### src/rtl/muldiv_wb_buffer.sv
// muldiv_wb_buffer: captures mul/div results into a FIFO, drains them onto the CDB and tracks issue credits
module muldiv_wb_buffer #(
  parameter int DEPTH = 4,
  parameter int CW    = $clog2(DEPTH) + 1
) (
  input  logic          clk,
  input  logic          rst,
  input  logic          flush_i,
  input  logic          issue_fire_i,
  output logic          issue_ok_o,
  input  logic          in_valid_i,
  input  logic [31:0]   in_result_i,
  input  logic [5:0]    in_rob_id_i,
  input  logic [6:0]    in_phys_dest_i,
  input  logic          in_exception_i,
  output logic          cdb_valid_o,
  output logic [31:0]   cdb_result_o,
  output logic [5:0]    cdb_rob_id_o,
  output logic [6:0]    cdb_phys_dest_o,
  output logic          cdb_exception_o,
  input  logic          cdb_grant_i,
  output logic [CW-1:0] occupancy_o,
  output logic          overflow_o
);
  localparam int AW = $clog2(DEPTH);
  typedef struct packed {
    logic [31:0] result;
    logic [5:0]  rob_id;
    logic [6:0]  phys_dest;
    logic        exception;
  } entry_t;
  entry_t        mem_q [DEPTH];
  entry_t        head;
  logic [AW-1:0] wp_q, wp_d, rp_q, rp_d;
  logic [CW-1:0] count_q, count_d, out_q, out_d, drop_q, drop_d;
  logic [CW:0]   credit_sum;
  logic          ovf_q, ovf_d;
  logic          valid, full, dropping, push, pop, accept, inc, ret;
  // next-state: flush empties the FIFO and arms the drop counter with the results still in flight
  always_comb begin
    valid      = count_q != '0;
    full       = count_q == CW'(DEPTH);
    dropping   = drop_q != '0;
    push       = in_valid_i && !dropping && !flush_i;
    pop        = cdb_grant_i && valid && !flush_i;
    accept     = push && (!full || pop);
    inc        = issue_fire_i && !flush_i;
    ret        = in_valid_i && (out_q != '0 || inc);
    wp_d       = flush_i ? '0 : wp_q + AW'(accept);
    rp_d       = flush_i ? '0 : rp_q + AW'(pop);
    count_d    = flush_i ? '0 : count_q + CW'(accept) - CW'(pop);
    out_d      = out_q + CW'(inc) - CW'(ret);
    drop_d     = flush_i ? out_q - CW'(ret) : drop_q - CW'(in_valid_i && dropping);
    ovf_d      = ovf_q || (push && full && !pop);
    credit_sum = {1'b0, count_q} + {1'b0, out_q};
    head       = valid ? mem_q[rp_q] : '0;
  end
  // control state registers
  always_ff @(posedge clk) begin
    if (rst) begin
      wp_q    <= '0;
      rp_q    <= '0;
      count_q <= '0;
      out_q   <= '0;
      drop_q  <= '0;
      ovf_q   <= 1'b0;
    end else begin
      wp_q    <= wp_d;
      rp_q    <= rp_d;
      count_q <= count_d;
      out_q   <= out_d;
      drop_q  <= drop_d;
      ovf_q   <= ovf_d;
    end
  end
  // entry storage; contents need no reset because the head is masked when empty
  always_ff @(posedge clk) begin
    if (!rst && accept) mem_q[wp_q] <= '{in_result_i, in_rob_id_i, in_phys_dest_i, in_exception_i};
  end
  assign issue_ok_o      = credit_sum < (CW+1)'(DEPTH);
  assign cdb_valid_o     = valid;
  assign cdb_result_o    = head.result;
  assign cdb_rob_id_o    = head.rob_id;
  assign cdb_phys_dest_o = head.phys_dest;
  assign cdb_exception_o = head.exception;
  assign occupancy_o     = count_q;
  assign overflow_o      = ovf_q;
endmodule

### config.mk
export PLATFORM = sky130hd
export DESIGN_NAME = muldiv_wb_buffer
export DESIGN_NICKNAME = d
export VERILOG_FILES = /design/src/rtl/muldiv_wb_buffer.sv
export SDC_FILE = /design/constraint.sdc
export NUM_CORES = 1
export LEC_CHECK = 0
export CORE_MARGIN = 2
export CORE_UTILIZATION = 32
export CTS_CLUSTER_SIZE = 28
export DETAILED_ROUTE_END_ITERATION = 8
export MAX_ROUTING_LAYER = met4
export SKIP_CTS_REPAIR_TIMING = 1
export SYNTH_ARGS = -nofsm -noshare
export SYNTH_HDL_FRONTEND = slang
export SYNTH_SLANG_ARGS = --single-unit
### constraint.sdc
create_clock -name clk -period 10.39 [get_ports clk]
set_input_delay 1.039 -clock clk [delete_from_list [all_inputs] [get_ports clk]]
set_output_delay 1.039 -clock clk [all_outputs]
set_load 0.01 [all_outputs]
==> reports/results.ini <==
[min_path]
hp-class=register to register
hold_start=overflow_o

[finish]
final_cell_area_um2=9783
finalNonFillerCells=829
layout_common_cells=edfxtp_1 (184), clkdlybuf4s50_1 (103), nor2b_1 (47)
layout.cells.most_common=edfxtp_1
syn2layout_area_growth_pct=25.24
nNetsFinal=558
drive_above_1_share_pct=18.45

[floorplanning]
die_area_um2=25680
core_um2=24110
rows=57
floorplan.initialDensity_pct=32.40
ios=104
dieWidth_um=160.2
die_h_um=160.2

[placed_design]
portBuffers=103
dp_cells=797
detailed_place.area_um2=9214
pre_cts_slack_ps=6750
gp_congestion=0.7499
dp_hpwl_mm=8.885

[sta]
finClkSkew_ps=13.51
rsz0062_at_grt=no
relSlewSlack_pct=30.15
max_freq_ghz=0.2551
finalMaxSlewViolations=0
setup_viol=0
fin_setup_tns_ps=0
worst_pin_slew_ps=1044
timing.final.crit_share_pct=37.73
layout_setup_ws_ps=6469
hold_viol_final=0
finalCriticalPeriod_ps=3921

[setup_path]
cp.depth=4
r2r_slack_ps=7110
cp_data_required_time_ps=9350
crit_path_start_kind=register
crit_path_max_incr_delay_ps=880
r2r-start=occupancy_o[1]
r2r-end=occupancy_o[2]
endpoint_kind=primary output
crit_family=simple AND/OR/NAND/NOR gates
slowest_stage=nor3_4
crit_chain=nor3_4 -> buf_4 -> and2b_1 -> clkdlybuf4s50_1
setup.worst_path.end=cdb_result_o[4]
path_buf_inv=2
cp_data_arrival_time_ps=2880
r2r_cells=10
setup.worst_path.class=register to primary output
crit_start=occupancy_o[1]
path_max_fanout=25

[yosys]
synth_area_um2=7811
synth_cell_types=31
yosysSeqAreaShare_pct=74.32
synth_nets=445
yosysWarnings=0
synthFlopType=edfxtp_1
netlist_instances=379
synth_edf_count=184
async_flop_share_pct=0
synth_area_per_cell_um2=20.61
ys_ff_latch=198

[global_route]
grt_busiest_layer=met2
grt_use_total_pct=12.79
grt_first_pass_wirelength_mm=23.85
gr-usage-met2_pct=21.53
first_global_vias=4201
grt_max_degree=48
antenna_found_initial=1
grtUsageMet1_pct=15.36
grt_overflow_total=0
met3_usage_pct=3.169

[power_and_ir_drop]
ir_drop_mv=0.09562
powerDensity_nw_per_um2=172.4
leakagePower_uw=0.003050

[cts]
clk_pin_slew_worst_paths_ps=70
cts_tree=built
cts_buffers=17
clock_path_buffers=2
cts.sinks=198
insertion_delay_ps=430
root_buffer=clkbuf_16
ctsHtreeMaxLevel=4

[status]
status=completed

[routing]
viasPerCell=4.606
drc=0
vias=3818
wl_per_cell_um=18.35
wl_mm=15.21
drtIter0Drc=165
antenna_left=0
first_pass_iters=4

[flow_run]
cap_violations=0

[per-stage QoR]
stage          power [µW]  utilization [%]  hold WS (ps)
6_report             1687            40.58         513.9
5_1_grt              1757            40.58         590.9
4_1_cts              1710            40.57         522.0
3_5_place_dp         1073            38.22         503.8
3_3_place_gp         1065            38.22         483.1
2_1_floorplan       998.4                -         510.6
[synthesized netlist by cell type, drive strengths merged, types with 4 or more instances]
cell type	number	area, µm²
and2	4	25.02
edfxtp	184	5525
clkbuf	6	22.52
dfxtp	14	280.3
ha	12	150.1
nor2	6	22.52
buf	11	106.4
mux4	46	1040
xnor2	6	52.55
nor2b	47	294.0
and2b	4	30.03
nor3	7	40.04
inv	12	45.04
[state kept, by name, summed over array words and instances (netlist names)]
register and flops:
overflow_o 1, rp_q 2, mem_q 184, out_q 3
occupancy_o 3, wp_q 2, drop_q 3
[power by group]
part	total [µW]	switching (µW)	internal [µW]
registers	903	13.4	890
logic	148	68.5	79.7
clock network	635	299	336
[worst min-delay path by stage]
stage          slack (ps)    endpoint  cells after the start
2_1_floorplan         510  overflow_o                      2
3_3_place_gp          480  overflow_o                      2
3_5_place_dp          500  overflow_o                      2
4_1_cts               520  overflow_o                      2
5_1_grt               590  overflow_o                      2
6_report              510  overflow_o                      2
[area by class of cell]
class,instances,area (µm²)
multi-input cells,152,1862
fillers,2206,14320
clock buffers,17,425.4
clock inverters,14,141.4
repair buffers,111,1091
well taps,324,405.4
inverters,12,45.04
flip-flops and latches,198,5811
diodes,1,2.502
[cell families after synthesis]
group           after synthesis  share of synthesized area (%)
flops                       198                          74.32
compound gates                6                         0.6888
mux                          46                          13.31
simple gates                 78                          6.119
buf+inv                      29                          2.226
xor+xnor                      8                         0.8970
fa+ha+maj                    14                          2.435
[metal layers]
metal / wire length [µm] / up-vias
met5: 0 / -
met4: 194 / 0
met3: 585 / 12
met2: 7782 / 84
met1: 6647 / 2001
li1: - / 1721
[worst reg2reg max path: cells and delay by family, from the launching register on]
| family | cells | cell delay, ps |
|---|---|---|
| DFF | 1 | 390 |
| adders and majority gates | 3 | 860 |
| xor gates and xnor gates | 2 | 310 |
| and+or+nand+nor | 3 | 1070 |
| buffers and inverters | 2 | 510 |
(Power assumes the default switching activity.)
